`config.mk`:
```
export PLATFORM = sky130hd
export DESIGN_NAME = control_sequencer
export DESIGN_NICKNAME = d
export VERILOG_FILES = /design/src/rtl/control_sequencer.sv
export SDC_FILE = /design/constraint.sdc
export NUM_CORES = 1
export LEC_CHECK = 0
export BUFFER_PORTS_ARGS = -buffer_cell sky130_fd_sc_hd__buf_2
export CAP_MARGIN = 40
export CORE_AREA = 3 3 40 42
export DETAILED_ROUTE_END_ITERATION = 6
export DIE_AREA = 0 0 43 45
export PLACE_DENSITY_LB_ADDON = 0.08
export SLEW_MARGIN = 20
export SYNTH_ARGS = -nofsm -noshare
export SYNTH_HDL_FRONTEND = slang
export SYNTH_SLANG_ARGS = --single-unit
export TNS_END_PERCENT = 30
```
`constraint.sdc`:
```
create_clock -name clk -period 4.58 [get_ports clk]
set_clock_uncertainty 0.1 [all_clocks]
set_input_delay 0.458 -clock clk [delete_from_list [all_inputs] [get_ports clk]]
set_output_delay 0.458 -clock clk [all_outputs]
set_load 0.01 [all_outputs]
```
`src/rtl/control_sequencer.sv`:
```
// Microcode sequencer for the 4-bit-address CPU.
// Walks microsteps T0..STEPS-1 and decodes the opcode in IR into a control word.
// Only the step counter and the halted flag are registered; the control word is
// decoded combinationally from the step, the opcode, the flags and halted.
module control_sequencer #(
   parameter int unsigned STEPS     = 5,
   parameter bit          EARLY_END = 1'b1
) (
   input  logic       clk,
   input  logic       rst,
   input  logic       en,
   input  logic [7:0] instr,
   input  logic       carry_flag,
   input  logic       zero_flag,
   output logic [2:0] step,
   output logic       halted,
   output logic       pc_out,
   output logic       pc_count,
   output logic       pc_jump,
   output logic       mar_in,
   output logic       ram_in,
   output logic       ram_out,
   output logic       ir_in,
   output logic       ir_out,
   output logic       a_in,
   output logic       a_out,
   output logic       b_in,
   output logic       alu_out,
   output logic       alu_sub,
   output logic       flags_in,
   output logic       out_in
);

   typedef enum logic [2:0] {
      T0 = 3'd0, T1 = 3'd1, T2 = 3'd2, T3 = 3'd3,
      T4 = 3'd4, T5 = 3'd5, T6 = 3'd6, T7 = 3'd7
   } step_t;

   typedef enum logic [3:0] {
      OP_NOP = 4'h0, OP_LDA = 4'h1, OP_ADD = 4'h2, OP_SUB = 4'h3,
      OP_STA = 4'h4, OP_LDI = 4'h5, OP_JMP = 4'h6, OP_JC  = 4'h7,
      OP_JZ  = 4'h8, OP_OUT = 4'hE, OP_HLT = 4'hF
   } opcode_t;

   localparam logic [2:0] WRAP_STEP = 3'(STEPS - 1);

   step_t      step_q, step_d;
   logic       halted_q, halted_d;
   step_t      last_exec;
   logic [3:0] opcode;
   logic       unused_operand;

   assign opcode         = instr[7:4];
   assign unused_operand = ^instr[3:0];
   assign step           = step_q;
   assign halted         = halted_q;

   // State register: async active-low reset aborts any instruction in flight
   always_ff @(posedge clk or negedge rst) begin
      if (!rst) begin
         step_q   <= T0;
         halted_q <= 1'b0;
      end else begin
         step_q   <= step_d;
         halted_q <= halted_d;
      end
   end

   // Last step that does anything for the current opcode (failed JC/JZ end at T2 too)
   always_comb begin
      last_exec = T2;
      case (opcode)
         OP_LDA, OP_STA: last_exec = T3;
         OP_ADD, OP_SUB: last_exec = T4;
         default:        last_exec = T2;
      endcase
   end

   // Next step / halt: hold when disabled or halted, HLT latches at the end of T2
   always_comb begin
      step_d   = step_q;
      halted_d = halted_q;
      if (halted_q) begin
         step_d = T0;
      end else if (en) begin
         if (step_q == T2 && opcode == OP_HLT) begin
            halted_d = 1'b1;
            step_d   = T0;
         end else if (step_q == step_t'(WRAP_STEP)) begin
            step_d = T0;
         end else if (EARLY_END && step_q == last_exec) begin
            step_d = T0;
         end else begin
            step_d = step_t'(step_q + 3'd1);
         end
      end
   end

   // Control word decode; everything stays low while halted
   always_comb begin
      pc_out   = 1'b0; pc_count = 1'b0; pc_jump  = 1'b0; mar_in  = 1'b0;
      ram_in   = 1'b0; ram_out  = 1'b0; ir_in    = 1'b0; ir_out  = 1'b0;
      a_in     = 1'b0; a_out    = 1'b0; b_in     = 1'b0; alu_out = 1'b0;
      alu_sub  = 1'b0; flags_in = 1'b0; out_in   = 1'b0;
      if (!halted_q) begin
         case (step_q)
            T0: begin
               pc_out = 1'b1; mar_in = 1'b1;
            end
            T1: begin
               ram_out = 1'b1; ir_in = 1'b1; pc_count = 1'b1;
            end
            T2: begin
               case (opcode)
                  OP_LDA, OP_ADD, OP_SUB, OP_STA: begin
                     ir_out = 1'b1; mar_in = 1'b1;
                  end
                  OP_LDI: begin
                     ir_out = 1'b1; a_in = 1'b1;
                  end
                  OP_JMP: begin
                     ir_out = 1'b1; pc_jump = 1'b1;
                  end
                  OP_JC: begin
                     ir_out = carry_flag; pc_jump = carry_flag;
                  end
                  OP_JZ: begin
                     ir_out = zero_flag; pc_jump = zero_flag;
                  end
                  OP_OUT: begin
                     a_out = 1'b1; out_in = 1'b1;
                  end
                  default: ;
               endcase
            end
            T3: begin
               case (opcode)
                  OP_LDA: begin
                     ram_out = 1'b1; a_in = 1'b1;
                  end
                  OP_ADD, OP_SUB: begin
                     ram_out = 1'b1; b_in = 1'b1;
                  end
                  OP_STA: begin
                     a_out = 1'b1; ram_in = 1'b1;
                  end
                  default: ;
               endcase
            end
            T4: begin
               if (opcode == OP_ADD || opcode == OP_SUB) begin
                  alu_out  = 1'b1;
                  a_in     = 1'b1;
                  flags_in = 1'b1;
                  alu_sub  = (opcode == OP_SUB);
               end
            end
            default: ;
         endcase
      end
   end

endmodule

```
==> results.ini, run 1 <==
[die]
initial_core_util_pct = 45.7
die_x_um = 43
coreArea_um2 = 1280
rows = 13
fp.dieH_um = 45
dieArea_um2 = 1940
io_pins = 32

[sta]
rsz0062_at_grt = false
hold_violations = 0
final-setup-viol-count = 0
timing.final.max_slew_violations = 0
tns_ns = 0
finalCriticalPeriod_ns = 2.82
fin_crit_sh_pct = 61.6
fin_ws_ns = 1.76
fmax_mhz = 354
worst_slew_pin_slew_ns = 0.452
relSlewSlack_pct = 69.8

[final_layout]
final_layout_size_suffix_gt1_share_pct = 31.8
final_nets = 127
area_growth_pct = 24.5
antenna_cells = 0
most-common-layout-cells = buf_2 (27), nor2_1 (11), nand2_1 (8)
layout_commonest_cell = buf_2
n_fill_cell = 150

[worst_hold_path]
holdPathEnd = halted$_DFF_PN0_
hold_path_startpoint = en
worstHoldPathCells = 2
hp-class = in -> reg

[clock_network]
path_clk_slew_ns = 0.04
root_buffer = clkbuf_4
cts_tree = yes
numCtsBuffers = 3
post_cts_buffers = 0
clk_latency_ns = 0.24
cts_sinks = 4
htree_levels = 1
cts_resized = 0
ctsHoldBuffers = 1
ctsLongestPathBuffers = 2

[worst_setup_path]
critPathMaxStageDelay_ns = 0.48
critPathLaunchType = register
critical_path_buf_inv_count = 1
worstPathCellList = ha_1 -> ha_1 -> nor2b_1 -> a31oi_1 -> or4_1 -> a2111oi_2 -> buf_2
r2r_setup_slack_ns = 2.67
cp_max_fo = 8
rr_startpoint = step[0]$_DFFE_PN0P_
cpMostUsedCell = ha_1
cpLargestDelayFamily = simple AND/OR/NAND/NOR gates
cp.arrival_ns = 2.26
crit_path_end_kind = output pin
timing.rr.end = step[0]$_DFFE_PN0P_
required_ns = 4.02
crit_type = reg -> out
rr_worst_depth = 7
slowest_stage = dfrtp_1

[place]
pre_cts_slack_ns = 1.99
io_buffers = 27
hpwlAfterDp_mm = 1.24
place_congestion = 0.823

[yosys]
synth_area_um2 = 587
synthArstFlopShare_pct = 100
ys_ff_latch = 4
syn_inst = 83
synth.avg_cell_area_um2 = 7.07
ys.flop_type = dfrtp_1
ys_warn_count = 0
synthDistinctLibCells = 36
synth_edf_count = 0
syn_nets = 101
ys_seq_area_share_pct = 17.1

[power_and_ir_drop]
p_sw_share_pct = 50.7
p_comb_share_pct = 62.1
leakage_uw = 0.000389
p_clk_share_pct = 12.7
internal_power_uw = 170
worst_ir_drop_vdd_v = 0.000266
p_per_area_nw_per_um2 = 472
seqPwrFrac_pct = 25.2
switchingPower_uw = 175

[grt]
antenna_found_initial = 0
grt_pass1_vias = 587
grt_use_total_pct = 17.4
grt_max_degree = 13
grt_pass1_wl_mm = 2.60
grt_overflow_total = 0

[routing]
vias = 683
drt_wl_total_mm = 1.62
final_antenna_net_count = 0
drc = 0
wl_per_cell_um = 13.2
avgViaCountPerCell = 5.60
drtIter0Drc = 12
firstDrtPassIters = 4

[job]
maxCapViolations = 0

[run_status]
status = complete, no violations

## worst max-delay path by stage
stage,from,to,cells after the start
after floorplan,step[1]$_DFFE_PN0P_,a_in,6
after global placement,step[1]$_DFFE_PN0P_,a_in,7
after detailed placement,step[0]$_DFFE_PN0P_,a_in,7
after CTS,step[0]$_DFFE_PN0P_,a_in,7
after global routing,step[1]$_DFFE_PN0P_,a_in,7
final,step[0]$_DFFE_PN0P_,a_in,7
## worst reg2reg max path: stages (launching register included)
cell,delay (ns)
dfrtp_1,0.46
inv_1,0.16
ha_1,0.30
nand2_1,0.09
nor4_1,0.30
a2111oi_0,0.11
o21ai_1,0.17
o21ai_1,0.08
## routing by layer
metal	wire length [µm]	GRT usage, %
met1	755	23.8
met2	711	27.2
met3	148	5.58
met4	0	3.61
met5	0	0
## per-stage QoR
step	total power, µW	instance area [µm²]	instances	hold WS, ns	util [%]
6_report	345	731	122	0.369	56.9
5_1_grt	377	731	122	0.371	56.9
4_1_cts	349	731	122	0.366	56.9
3_5_place_dp	302	698	118	0.167	54.3
3_3_place_gp	300	698	118	0.164	54.3
2_1_floorplan	231	587	83	0.0624	-
## cell usage after synthesis, drive strengths merged, types with 2 or more instances
| library cell | count | area (µm²) |
|---|---|---|
| nor3 | 3 | 15.0 |
| a21oi | 2 | 10.0 |
| or4 | 2 | 16.3 |
| inv | 8 | 30.0 |
| nor2b | 2 | 12.5 |
| clkbuf | 3 | 12.5 |
| ha | 5 | 62.6 |
| nand2b | 2 | 12.5 |
| and2 | 3 | 18.8 |
| a2111oi | 2 | 23.8 |
| o21ai | 5 | 25.0 |
| a31oi | 2 | 12.5 |
| nand2 | 8 | 30.0 |
| dfrtp | 4 | 100 |
| buf | 4 | 30.0 |
| a21o | 3 | 22.5 |
| nor2 | 12 | 47.6 |
## logic make-up (layout without fill, tap and decap cells)
family	count (synthesis)	after routing	share of synthesized area [%]
XOR/XNOR	1	1	1.49
AND/OR/NAND/NOR	36	36	30.1
flip-flops	4	4	17.1
buffers and inverters	15	39	12.4
multiplexers	1	1	1.71
adder cells (fa/ha/maj)	5	5	10.7
AO/OA/AOI/OAI	21	21	26.7
## state kept, by name, summed over array words and instances, names as in the netlist
signal	cells
halted	1
step	3
## power groups by stage
| stage | Clock [µW] | Sequential, µW | Combinational (µW) |
|---|---|---|---|
| after global routing | 47.0 | 93.0 | 237 |
| after CTS | 44.9 | 87.5 | 216 |
| after detailed placement | 0 | 87.7 | 214 |
| after floorplan | 0 | 73.0 | 158 |
| after global placement | 0 | 87.5 | 213 |
| final | 43.8 | 87.1 | 214 |
## layout make-up
| type | count | area, µm² | area share [%] |
|---|---|---|---|
| clock buffers | 3 | 22.5 | 3.08 |
| inverters | 8 | 30.0 | 4.11 |
| multi-input cells | 64 | 414 | 56.7 |
| flip-flops and latches | 4 | 100 | 13.7 |
| well taps | 15 | 18.8 | 2.57 |
| repair buffers | 28 | 145 | 19.9 |
Power figures use the tool's default switching activity.
==> run 2: changes to the inputs <==
CORE_AREA = not set   (was 3 3 40 42)
CORE_MARGIN = 3   (was not set)
CORE_UTILIZATION = 39   (was not set)
DIE_AREA = not set   (was 0 0 43 45)
clock period = 2.31 ns   (was 4.58 ns; I/O delays follow)
==> run 2 against run 1 <==
Against the previous run: the run now ends with setup timing left; core utilization increased by 6.9 points; sequential share of layout area decreased by 1.9 points; critical path depth unchanged; sequential cell count unchanged; clock power increased by 90%; die area increased by 3.7%; cell count increased by 8.2%; worst setup slack got worse by 1.8 ns; routed wire length increased by 9.1%; highest routed layer unchanged.
==> results.ini, run 2 (synthesis gave the netlist of run 1 again) <==
[sta]
finalCriticalPeriod_ns = 2.40
worst_slew_pin_slew_ns = 0.487
final-setup-viol-count = 1
fin_crit_sh_pct = 104
relSlewSlack_pct = 67.4
timing.final.max_slew_violations = 0
fin_ws_ns = -0.0860
fmax_mhz = 417
rsz0062_at_grt = true
tns_ns = -0.0860
hold_violations = 0

[final_layout]
area_growth_pct = 46.7
layout_commonest_cell = buf_2
antenna_cells = 0
stdcell_count = 132
final_layout_size_suffix_gt1_share_pct = 43.6
largest_reg_flops = 3
most-common-layout-cells = buf_2 (27), nor2_1 (11), buf_4 (10)
final_nets = 137
utilization_pct = 63.8

[routing]
vias = 706
drt_wl_total_mm = 1.76
firstDrtPassIters = 4
final_antenna_net_count = 0
drc = 0
wl_per_cell_um = 13.4
drtIter0Drc = 15
avgViaCountPerCell = 5.35

[die]
fp.dieH_um = 44.8
rows = 13
io_pins = 32
initial_core_util_pct = 43.5
coreArea_um2 = 1350
dieArea_um2 = 2010
die_x_um = 44.8

[clock_network]
root_buffer = clkbuf_4
cts_sinks = 4
ctsLongestPathBuffers = 2
cts_tree = yes
htree_levels = 1
clk_latency_ns = 0.23
path_clk_slew_ns = 0.04
numCtsBuffers = 3

[worst_setup_path]
critPathMaxStageDelay_ns = 0.44
crit_path_end_kind = output pin
cp_max_fo = 4
critical_path_buf_inv_count = 1
cp.arrival_ns = 2.07
required_ns = 1.98
worstPathCellList = ha_2 -> ha_4 -> nor2b_4 -> a31oi_1 -> or4_4 -> a2111oi_4 -> buf_2
cpLargestDelayFamily = simple AND/OR/NAND/NOR gates
crit_type = reg -> out
slowest_stage = or4_4
critPathLaunchType = register

[power_and_ir_drop]
p_clk_share_pct = 10.0
worst_ir_drop_vdd_v = 0.000500
seqPwrFrac_pct = 15.9
p_comb_share_pct = 74.1
leakage_uw = 0.000439
switchingPower_uw = 389
internal_power_uw = 444
p_per_area_nw_per_um2 = 968
p_sw_share_pct = 46.7
power_uw = 833

[grt]
grt_overflow_total = 0
grt_use_total_pct = 17.5
grt_max_degree = 12
antenna_found_initial = 0
grt_pass1_wl_mm = 2.62
grt_pass1_vias = 606

[job]
maxCapViolations = 0

[place]
dp.cells = 124
pre_cts_slack_ns = 0.0261
io_buffers = 27
hpwlAfterDp_mm = 1.31
place_congestion = 0.857

[worst_hold_path]
hp-class = in -> reg

[run_status]
failed_checks = setup timing
status = finished, violations left

[run 2: cell types whose count changed in the layout (fill, tap and decap cells not counted), sizes merged]
cell | previous run | this run
buf | 27 | 37
[run 2: metal layers]
layer	GRT usage (%)	up-vias	wire length (µm)
li1	-	365	-
met1	24.4	322	838
met2	28.9	19	834
met3	4.78	0	90
met4	0	0	0
met5	0	-	0
[run 2: what timing repair did]
action / 4_1_cts / 5_1_grt
setup endpoints to repair: 2 / 3
hold buffers: 1 / 0
resized for setup: 4 / 7
pin swaps: 3 / 2
hold endpoints to repair: 4 / 0
buffers inserted: 2 / 2
[run 2: worst paths after layout]
kind,start,to,slack (ns),cells past startpoint
max,step[0]$_DFFE_PN0P_,a_in,-0.09,7
min,en,halted$_DFF_PN0_,0.13,2
max reg2reg,step[1]$_DFFE_PN0P_,step[1]$_DFFE_PN0P_,0.29,7
min reg2reg,step[1]$_DFFE_PN0P_,step[1]$_DFFE_PN0P_,0.45,2
max in group asynchronous,rst,step[1]$_DFFE_PN0P_,1.72,2
min in group asynchronous,rst,halted$_DFF_PN0_,0.26,2
[run 2: cell type report]
class	count	area (µm²)
fill	135	489
clock buffer	3	22.5
sequential	4	101
multi-input combinational	64	468
tap	15	18.8
timing repair buffer	38	220
inverter	8	30.0
[run 2: metrics by stage]
stage | hold WS (ns) | area, µm²
2_1_floorplan | -0.165 | 587
3_3_place_gp | -0.0632 | 743
3_5_place_dp | -0.0603 | 743
4_1_cts | 0.126 | 812
5_1_grt | 0.125 | 861
6_report | 0.133 | 861
[run 2: power by group through the flow]
stage	Combinational, µW	Clock, µW	Sequential (µW)
after CTS	562	87.2	131
final	617	83.4	132
after detailed placement	527	0	132
after floorplan	313	0	145
after global routing	681	92.8	137
after global placement	522	0	132
==> run 3: changes to the inputs <==
SETUP_SLACK_MARGIN = 0.15   (was not set)
==> run 3 against run 2 <==
Against the previous run: the run now ends clean; worst setup slack better by 0.10 ns; sequential cell count unchanged; sequential share of layout area up 0.59 points.
==> results.ini, run 3 (synthesis gave the netlist of run 1 again) <==
[sta]
timing.final.max_slew_violations = 0
rsz0062_at_grt = true
final-setup-viol-count = 0
hold_violations = 0
hold_ws_ns = 0.141
relSlewSlack_pct = 72.1
worst_slew_pin_slew_ns = 0.415
fmax_mhz = 436
tns_ns = 0
fin_crit_sh_pct = 99.2
finalCriticalPeriod_ns = 2.29

[worst_setup_path]
worstPathCellList = buf_4 -> ha_1 -> buf_4 -> nand2_1 -> or4_2 -> a21oi_2 -> buf_2
critical_path_buf_inv_count = 3
cpLargestDelayFamily = simple AND/OR/NAND/NOR gates
critPathMaxStageDelay_ns = 0.57
crit_type = reg -> out
critPathLaunchType = register
crit_path_end_kind = output pin
cp.arrival_ns = 1.96
cp_max_fo = 7
slowest_stage = or4_2
cpMostUsedCell = buf_4
required_ns = 1.98

[die]
coreArea_um2 = 1350
initial_core_util_pct = 43.5
rows = 13
dieArea_um2 = 2010
fp.dieH_um = 44.8
io_pins = 32
die_x_um = 44.8

[routing]
firstDrtPassIters = 4
drt_wl_total_mm = 1.63
drc = 0
vias = 682
drtIter0Drc = 12
avgViaCountPerCell = 5.29
wl_per_cell_um = 12.7
final_antenna_net_count = 0

[clock_network]
cts_sinks = 4
path_clk_slew_ns = 0.04
cts_tree = yes
ctsLongestPathBuffers = 2
root_buffer = clkbuf_4
numCtsBuffers = 3
htree_levels = 1
clk_latency_ns = 0.23

[worst_hold_path]
hp-class = in -> reg

[final_layout]
largest_reg_flops = 3
layout_commonest_cell = buf_2
area_growth_pct = 41.4
n_fill_cell = 143
final_layout_size_suffix_gt1_share_pct = 42.1
stdcell_count = 129
antenna_cells = 0
most-common-layout-cells = buf_2 (27), nor2_1 (11), nand2_1 (8)
seqCellArea_um2 = 103
final_nets = 133
multi_input_area_um2 = 462

[job]
maxCapViolations = 0

[place]
hpwlAfterDp_mm = 1.26
io_buffers = 27
dp.cells = 123
place_congestion = 0.803

[grt]
grt_use_total_pct = 18.2
grt_pass1_wl_mm = 2.76
grt_max_degree = 12
antenna_found_initial = 0
grt_pass1_vias = 623
grt_overflow_total = 0

[run_status]
status = complete, no violations

[power_and_ir_drop]
leakage_uw = 0.000418
power_uw = 789
p_per_area_nw_per_um2 = 951
worst_ir_drop_vdd_v = 0.000677

## run 3: final timing paths
check                           depth (start not counted)           startpoint                   to  slack, ns
worst max-delay path                                    7  step[1]$_DFFE_PN0P_                a_out       0.02
worst min-delay path                                    2                   en     halted$_DFF_PN0_       0.14
worst max register to register                          6  step[1]$_DFFE_PN0P_  step[2]$_DFFE_PN0P_       0.44
worst min register to register                          2  step[0]$_DFFE_PN0P_  step[0]$_DFFE_PN0P_       0.55
max in group asynchronous                               2                  rst  step[1]$_DFFE_PN0P_       1.75
min in group asynchronous                               2                  rst  step[0]$_DFFE_PN0P_       0.23
## run 3: worst reg2reg max path: stages (launching register included)
cell and delay, ns:
dfrtp_2 0.42, buf_4 0.17, and2_1 0.18, a32o_1 0.25, a222oi_1 0.35, o21ai_1 0.17
o21ai_1 0.15
## run 3: layout make-up
class                   instances  area share, %
multi-input cells              64           55.7
repair buffers                 34           22.9
flip-flops and latches          4           12.4
inverters                       8           3.62
clock buffers                   4           3.17
well taps                      15           2.26
## run 3: power by group
| group | internal (µW) | switching, µW | total [µW] |
|---|---|---|---|
| logic | 239 | 313 | 552 |
| clock network | 64.9 | 29.0 | 93.9 |
| registers | 102 | 40.9 | 143 |
| total | 406 | 383 | 789 |
## run 3: per-layer routing
| layer | GRT usage (%) | share of wire (%) | wire, µm | vias up |
|---|---|---|---|---|
| met4 | 3.51 | 0 | 0 | 0 |
| met2 | 27.8 | 45 | 738 | 25 |
| met1 | 24.9 | 48 | 776 | 303 |
| met3 | 6.37 | 7.2 | 118 | 0 |
| li1 | - | - | - | 354 |
| met5 | 0 | 0 | 0 | - |
## run 3: what timing repair did
action,4_1_cts,5_1_grt
endpoints found under the setup margin,3,6
buffers inserted,0,1
pin swaps,0,3
hold endpoints to repair,4,0
gates resized for setup,3,5
hold buffers,1,0
## run 3: metrics by stage
step                instance area [µm²]  util [%]  setup slack (ns)
finish                              830      61.4            0.0186
floorplan                           602         -             0.198
CTS                                 803      59.5           -0.0644
global route                        830      61.4            -0.102
detailed placement                  751      55.6             0.118
global placement                    751      55.6             0.134
